`src/rtl/fp_add_arbiter.sv`:
```
// fp_add_arbiter: two request ports share one combinational FP32 adder.
// Each accepted operation is captured, executed in one cycle, then held
// as a response until the owning port accepts it.
// Optional build macro FPADD_ARB_FIXED_PRI_EN: port 0 always wins ties and
// the last-served pointer is removed. Without it, grants are round-robin.

// Combinational IEEE-754 single-precision adder, round-to-nearest-even.
module adder_comb (
  input  logic [31:0] i_a,
  input  logic [31:0] i_b,
  output logic [31:0] o_y
);

  localparam int unsigned MW = 27;   // 24 mantissa bits + guard, round, sticky

  logic          w_swap;
  logic [31:0]   w_lg;
  logic [31:0]   w_sm;
  logic [7:0]    w_el;
  logic [7:0]    w_es;
  logic [23:0]   w_ml;
  logic [23:0]   w_ms;
  logic [7:0]    w_d;
  logic [4:0]    w_dcl;
  logic [50:0]   w_ext;
  logic [MW-1:0] w_mlx;
  logic [MW-1:0] w_msx;
  logic          w_eff_sub;
  logic [MW:0]   w_sum;
  logic [4:0]    w_lz;
  logic [7:0]    w_sh;
  logic [MW-1:0] w_nm;
  logic [8:0]    w_ne;
  logic          w_rnd;
  logic [31:0]   w_pk;
  logic          w_a_inf;
  logic          w_b_inf;
  logic          w_a_nan;
  logic          w_b_nan;

  // Align, add/subtract, normalise and round; specials override at the end.
  always_comb begin
    w_swap    = (i_b[30:0] > i_a[30:0]);
    w_lg      = w_swap ? i_b : i_a;
    w_sm      = w_swap ? i_a : i_b;
    w_el      = (w_lg[30:23] == 8'd0) ? 8'd1 : w_lg[30:23];
    w_es      = (w_sm[30:23] == 8'd0) ? 8'd1 : w_sm[30:23];
    w_ml      = {(w_lg[30:23] != 8'd0), w_lg[22:0]};
    w_ms      = {(w_sm[30:23] != 8'd0), w_sm[22:0]};
    w_d       = w_el - w_es;
    w_dcl     = (w_d > 8'd27) ? 5'd27 : w_d[4:0];
    w_ext     = {w_ms, 27'd0} >> w_dcl;
    // Everything shifted below the round bit collapses into the sticky bit.
    w_msx     = {w_ext[50:25], w_ext[24] | (|w_ext[23:0])};
    w_mlx     = {w_ml, 3'b000};
    w_eff_sub = w_lg[31] ^ w_sm[31];
    w_sum     = w_eff_sub ? ({1'b0, w_mlx} - {1'b0, w_msx})
                          : ({1'b0, w_mlx} + {1'b0, w_msx});

    w_lz = 5'd27;
    for (int i = 0; i < 27; i++) begin
      if (w_sum[i]) w_lz = 5'(26 - i);
    end

    w_sh = 8'd0;
    if (w_sum[27]) begin
      w_nm = {w_sum[27:2], w_sum[1] | w_sum[0]};
      w_ne = {1'b0, w_el} + 9'd1;
    end else begin
      // Stop normalising at the minimum exponent so small results go denormal.
      w_sh = ({3'b000, w_lz} < w_el) ? {3'b000, w_lz} : (w_el - 8'd1);
      w_nm = w_sum[26:0] << w_sh;
      w_ne = w_nm[26] ? ({1'b0, w_el} - {1'b0, w_sh}) : 9'd0;
    end

    // Rounding carry ripples into the exponent field (denormal->normal, etc).
    w_rnd = w_nm[2] & (w_nm[1] | w_nm[0] | w_nm[3]);
    w_pk  = {w_ne, w_nm[25:3]} + 32'(w_rnd);

    if (w_pk[31:23] >= 9'd255) o_y = {w_lg[31], 8'hFF, 23'd0};
    else                       o_y = {w_lg[31], w_pk[30:0]};

    if (w_sum == 28'd0) o_y = {(w_eff_sub ? 1'b0 : w_lg[31]), 31'd0};

    w_a_inf = (i_a[30:23] == 8'hFF) && (i_a[22:0] == 23'd0);
    w_b_inf = (i_b[30:23] == 8'hFF) && (i_b[22:0] == 23'd0);
    w_a_nan = (i_a[30:23] == 8'hFF) && (i_a[22:0] != 23'd0);
    w_b_nan = (i_b[30:23] == 8'hFF) && (i_b[22:0] != 23'd0);
    if (w_a_nan || w_b_nan || (w_a_inf && w_b_inf && (i_a[31] != i_b[31]))) begin
      o_y = 32'h7FC00000;
    end else if (w_a_inf) begin
      o_y = i_a;
    end else if (w_b_inf) begin
      o_y = i_b;
    end
  end

endmodule

module fp_add_arbiter (
  input  logic        clk,
  input  logic        rst_n,
  input  logic [1:0]  req_valid,
  output logic [1:0]  req_ready,
  input  logic [31:0] req_a0,
  input  logic [31:0] req_b0,
  input  logic [31:0] req_a1,
  input  logic [31:0] req_b1,
  input  logic [1:0]  req_sub,
  output logic [1:0]  rsp_valid,
  input  logic [1:0]  rsp_ready,
  output logic [31:0] rsp_data,
  output logic        busy
);

  localparam int unsigned DW = 32;

  typedef enum logic [1:0] {
    S_IDLE = 2'd0,
    S_EXEC = 2'd1,
    S_RESP = 2'd2
  } state_t;

  state_t        r_state;
  state_t        w_next_state;
  logic [DW-1:0] r_a;
  logic [DW-1:0] r_b;
  logic [DW-1:0] r_result;
  logic          r_port;
  logic [1:0]    r_rsp_valid;
  logic          r_busy;
  logic          w_grant;
  logic          w_accept;
  logic          w_rsp_done;
  logic [DW-1:0] w_sum;
`ifndef FPADD_ARB_FIXED_PRI_EN
  logic          r_last;
`endif

  // Single shared adder fed from the captured operand registers.
  adder_comb u_add (
    .i_a (r_a),
    .i_b (r_b),
    .o_y (w_sum)
  );

  // Port selection among the currently valid requesters.
  always_comb begin
`ifdef FPADD_ARB_FIXED_PRI_EN
    w_grant = ~req_valid[0];
`else
    w_grant = (req_valid == 2'b11) ? ~r_last : req_valid[1];
`endif
  end

  // FSM state register.
  always_ff @(posedge clk or negedge rst_n) begin
    if (!rst_n) r_state <= S_IDLE;
    else        r_state <= w_next_state;
  end

  // Next state, request handshake and response completion.
  always_comb begin
    w_next_state = r_state;
    req_ready    = 2'b00;
    w_accept     = 1'b0;
    w_rsp_done   = 1'b0;
    case (r_state)
      S_IDLE: begin
        if (rst_n && (req_valid != 2'b00)) begin
          req_ready    = w_grant ? 2'b10 : 2'b01;
          w_accept     = 1'b1;
          w_next_state = S_EXEC;
        end
      end
      S_EXEC: w_next_state = S_RESP;
      S_RESP: begin
        if (rsp_ready[r_port]) begin
          w_rsp_done   = 1'b1;
          w_next_state = S_IDLE;
        end
      end
      default: w_next_state = S_IDLE;
    endcase
  end

  // Operand capture, result register and registered status outputs.
  always_ff @(posedge clk or negedge rst_n) begin
    if (!rst_n) begin
      r_a         <= '0;
      r_b         <= '0;
      r_result    <= '0;
      r_port      <= 1'b0;
      r_rsp_valid <= 2'b00;
      r_busy      <= 1'b0;
    end else begin
      if (w_accept) begin
        r_port <= w_grant;
        if (w_grant) begin
          r_a <= req_a1;
          r_b <= req_b1 ^ {req_sub[1], 31'd0};
        end else begin
          r_a <= req_a0;
          r_b <= req_b0 ^ {req_sub[0], 31'd0};
        end
      end
      if (r_state == S_EXEC) r_result <= w_sum;
      r_rsp_valid <= (w_next_state == S_RESP) ? {r_port, ~r_port} : 2'b00;
      r_busy      <= (w_next_state != S_IDLE);
    end
  end

`ifndef FPADD_ARB_FIXED_PRI_EN
  // Last-served pointer; reset to port 1 so port 0 wins the first tie.
  always_ff @(posedge clk or negedge rst_n) begin
    if (!rst_n)          r_last <= 1'b1;
    else if (w_rsp_done) r_last <= r_port;
  end
`endif

  assign rsp_valid = r_rsp_valid;
  assign rsp_data  = r_result;
  assign busy      = r_busy;

endmodule

```
`config.mk`:
```
export PLATFORM = sky130hd
export DESIGN_NAME = fp_add_arbiter
export DESIGN_NICKNAME = d
export VERILOG_FILES = /design/src/rtl/fp_add_arbiter.sv
export SDC_FILE = /design/constraint.sdc
export NUM_CORES = 1
export LEC_CHECK = 0
export BUFFER_PORTS_ARGS = -buffer_cell sky130_fd_sc_hd__buf_4
export CAP_MARGIN = 20
export CORE_MARGIN = 4
export CORE_UTILIZATION = 47
export CTS_BUF_LIST = sky130_fd_sc_hd__clkbuf_4 sky130_fd_sc_hd__clkbuf_8
export DETAILED_ROUTE_END_ITERATION = 7
export PLACE_DENSITY = 0.66
export SLEW_MARGIN = 20
export SYNTH_ARGS = -nofsm -noshare
export SYNTH_HDL_FRONTEND = slang
export SYNTH_SLANG_ARGS = --single-unit
```
`constraint.sdc`:
```
create_clock -name clk -period 31.4 [get_ports clk]
set_clock_uncertainty 0.15 [all_clocks]
set_input_delay 1.57 -clock clk [delete_from_list [all_inputs] [get_ports clk]]
set_output_delay 1.57 -clock clk [all_outputs]
set_load 0.01 [all_outputs]
```
==> results_dict.tcl <==
set metrics [dict create \
    r2r-start "r_a[11]" \
    max_stage_delay_ns 1.00 \
    crit_type "reg2reg" \
    synth_area_mm2 0.01625 \
    dr.pass1.iters 6 \
    cts_tree "built" \
    cp-start-kind "flop" \
    die_height_um 194.0 \
    slew_viol_final 0 \
    track_usage_pct 33.24 \
    placed_area_mm2 0.01774 \
    grt.overflow.total 0 \
    wl_per_cell_um 23.69 \
    fin_crit_ns 20.59 \
    rows 67 \
    vias 18765 \
    setup_violations 0 \
    post_cts_resized 0 \
    path_max_fanout 36 \
    detail-route-antenna-nets 0 \
    ff2ff_setup_slack_ns 10.81 \
    critPathRequiredTime_ns 31.52 \
    relSlewSlack_pct 23.47 \
    clock-root-buffer "clkbuf_8" \
    worstHoldStart "rsp_data[9]" \
    antenna_cells 0 \
    r2r-end "rsp_data[26]" \
    hold_path.class "reg2reg" \
    drv_cap 0 \
    timing_hold_violations_final 0 \
    syn_inst 2263 \
    setup_tns_ns 0 \
    vias_per_cell 6.757 \
    synth-edff-count 0 \
    dp_cells 2761 \
    worst_slack_ns 10.81 \
    syn_avg_cell_area_um2 7.182 \
    synthArstFlopShare_pct 100.0 \
    drcViolationCount 0 \
    ctsHoldBuffers 0 \
    post-place-ws_ns 11.58 \
    synth_seq_cells 103 \
    cp-end-kind "flop" \
    fin_area_mm2 0.01794 \
    yosysUniqueCellTypes 109 \
    htree_levels 3 \
    ys.flop_type "dfrtp_1" \
    grt_pass1_vias 17388 \
    mostFrequentLayoutCells "nand2_1 (254), buf_4 (203), nor2_1 (188)" \
    die_area_mm2 0.03762 \
    ios 173 \
    status "completed" \
    dieWidth_um 194.0 \
    timing_worst_slew_pin_value_ns 1.148 \
    drt-total-wl_mm 65.80 \
    cts.sinks 103 \
    yosysSeqAreaShare_pct 15.87 \
    cts_buffers 9 \
    area_delta_synth_final_pct 10.37 \
    clk_latency_ns 0.41 \
    reg2reg_depth 67 \
    drive_above_1_share_pct 12.54 \
    yosys_warnings 0 \
    rsz0062_at_grt "false" \
    fmax_mhz 48.58 \
    fin_crit_sh_pct 65.56 \
    cts_setup_buffers 0 \
    place_congestion 1.016 \
    worst_path_most_repeated_cell "o21ai_0" \
    stdcell_count 2777 \
    drtIter0Drc 2465 \
    hold_depth 1 \
    final_nets 2563 \
    clk_pin_slew_worst_paths_ns 0.11 \
    coreArea_mm2 0.03378 \
    clk_path_buf_depth 2 \
    grt_max_degree 129 \
    antenna_found_initial 0 \
    dp_hpwl_mm 51.84 \
    grt_pass1_wl_mm 101.5 \
    port_buffers 172 \
    initial_core_util_pct 48.11 \
    worstPathArrival_ns 20.70 \
    final_common_cell "nand2_1" \
    worstHoldEndpoint "rsp_data[9]" \
    cp_slowest_cell "nor4_1" \
]
[metal layers]
layer / routed length (µm) / share of wire (%) / global-route usage, % / vias up
met2: 28930 / 44 / 52.17 / 1094
met1: 27860 / 42 / 46.52 / 8844
met4: 2900 / 4.4 / 12.68 / 0
li1: - / - / - / 8652
met3: 6117 / 9.3 / 4.692 / 175
met5: 0 / 0 / 0 / -
[flip-flops by register name, summed over array words and instances (netlist names)]
register,cells
r_a,32
r_b,32
rsp_data,32
r_state,2
rsp_valid,2
busy,1
r_last,1
r_port,1
[cell families after synthesis]
group	synth area share, %
compound gates	32.50
xor+xnor	3.611
fa+ha+maj	8.068
buf+inv	6.582
flops	15.87
mux	8.500
other cells	0.02307
simple gates	24.84
[per-stage QoR]
step / hold slack, ns / utilization (%)
after floorplan: 0.3261 / -
after global placement: 0.3263 / 52.52
after detailed placement: 0.3367 / 52.52
after CTS: 0.3628 / 53.09
after global routing: 0.3733 / 53.09
final: 0.3562 / 53.09
[how the worst max path moves through the flow]
stage / slack [ns] / to / from
3_5_place_dp: 11.58 / rsp_data[26] / r_a[11]
4_1_cts: 11.53 / rsp_data[26] / r_a[11]
5_1_grt: 9.37 / rsp_data[26] / r_a[30]
2_1_floorplan: 14.52 / rsp_data[11] / r_a[30]
3_3_place_gp: 11.90 / rsp_data[10] / r_a[11]
6_report: 10.81 / rsp_data[26] / r_a[11]
[area by class of cell]
cell class | instances | area, µm²
fill | 3357 | 15850
multi-input combinational | 1893 | 12650
sequential | 103 | 2579
timing repair buffer | 203 | 1524
tap | 448 | 560.5
inverter | 114 | 427.9
clock buffer | 9 | 123.9
clock inverter | 7 | 71.32
[critical path, delay by kind of cell (launching register included)]
family	cells	cell delay (ns)
xor+xnor	2	0.41
flops	1	0.63
mux	2	0.53
buf+inv	8	2.26
compound gates	28	8.18
fa+ha+maj	6	1.72
simple gates	21	6.54
[synth_stat cells (all sizes together) (11+ instances only)]
cell      n  area [µm²]
a211o    15       131.4
a22o     19       166.4
buf      54       266.5
o22ai    13       81.33
nor3     65       340.3
a21oi   161       805.8
o21bai   14       105.1
ha      100        1251
nor4     45       287.8
xnor2    47       411.6
a221oi   36       321.6
nand4    51       331.6
a21o     34       255.2
and2     21       131.4
mux2     16       187.7
or2      13       81.33
inv     111       416.7
xor2     20       175.2
clkbuf  100       375.4
a32oi    11       96.34
a22oi    39       307.8
a211oi   34       265.3
nor2    189       725.7
dfrtp   102        2552
nand2b   25       156.4
o21a     14       106.4
o21ai   173       865.8
nand3    70       360.3
o211ai   37       282.8
o41ai    14       141.4
nor2b    14       87.58
nand2   255       957.2
o31ai    28       224.0
a21boi   16       120.1
or3      12       75.07
and3     20       125.1
a31oi    22       137.6
mux2i   108        1081
Power is not shown: default switching activity piles up to over one toggle a cycle in this logic, so the estimate is an artifact.
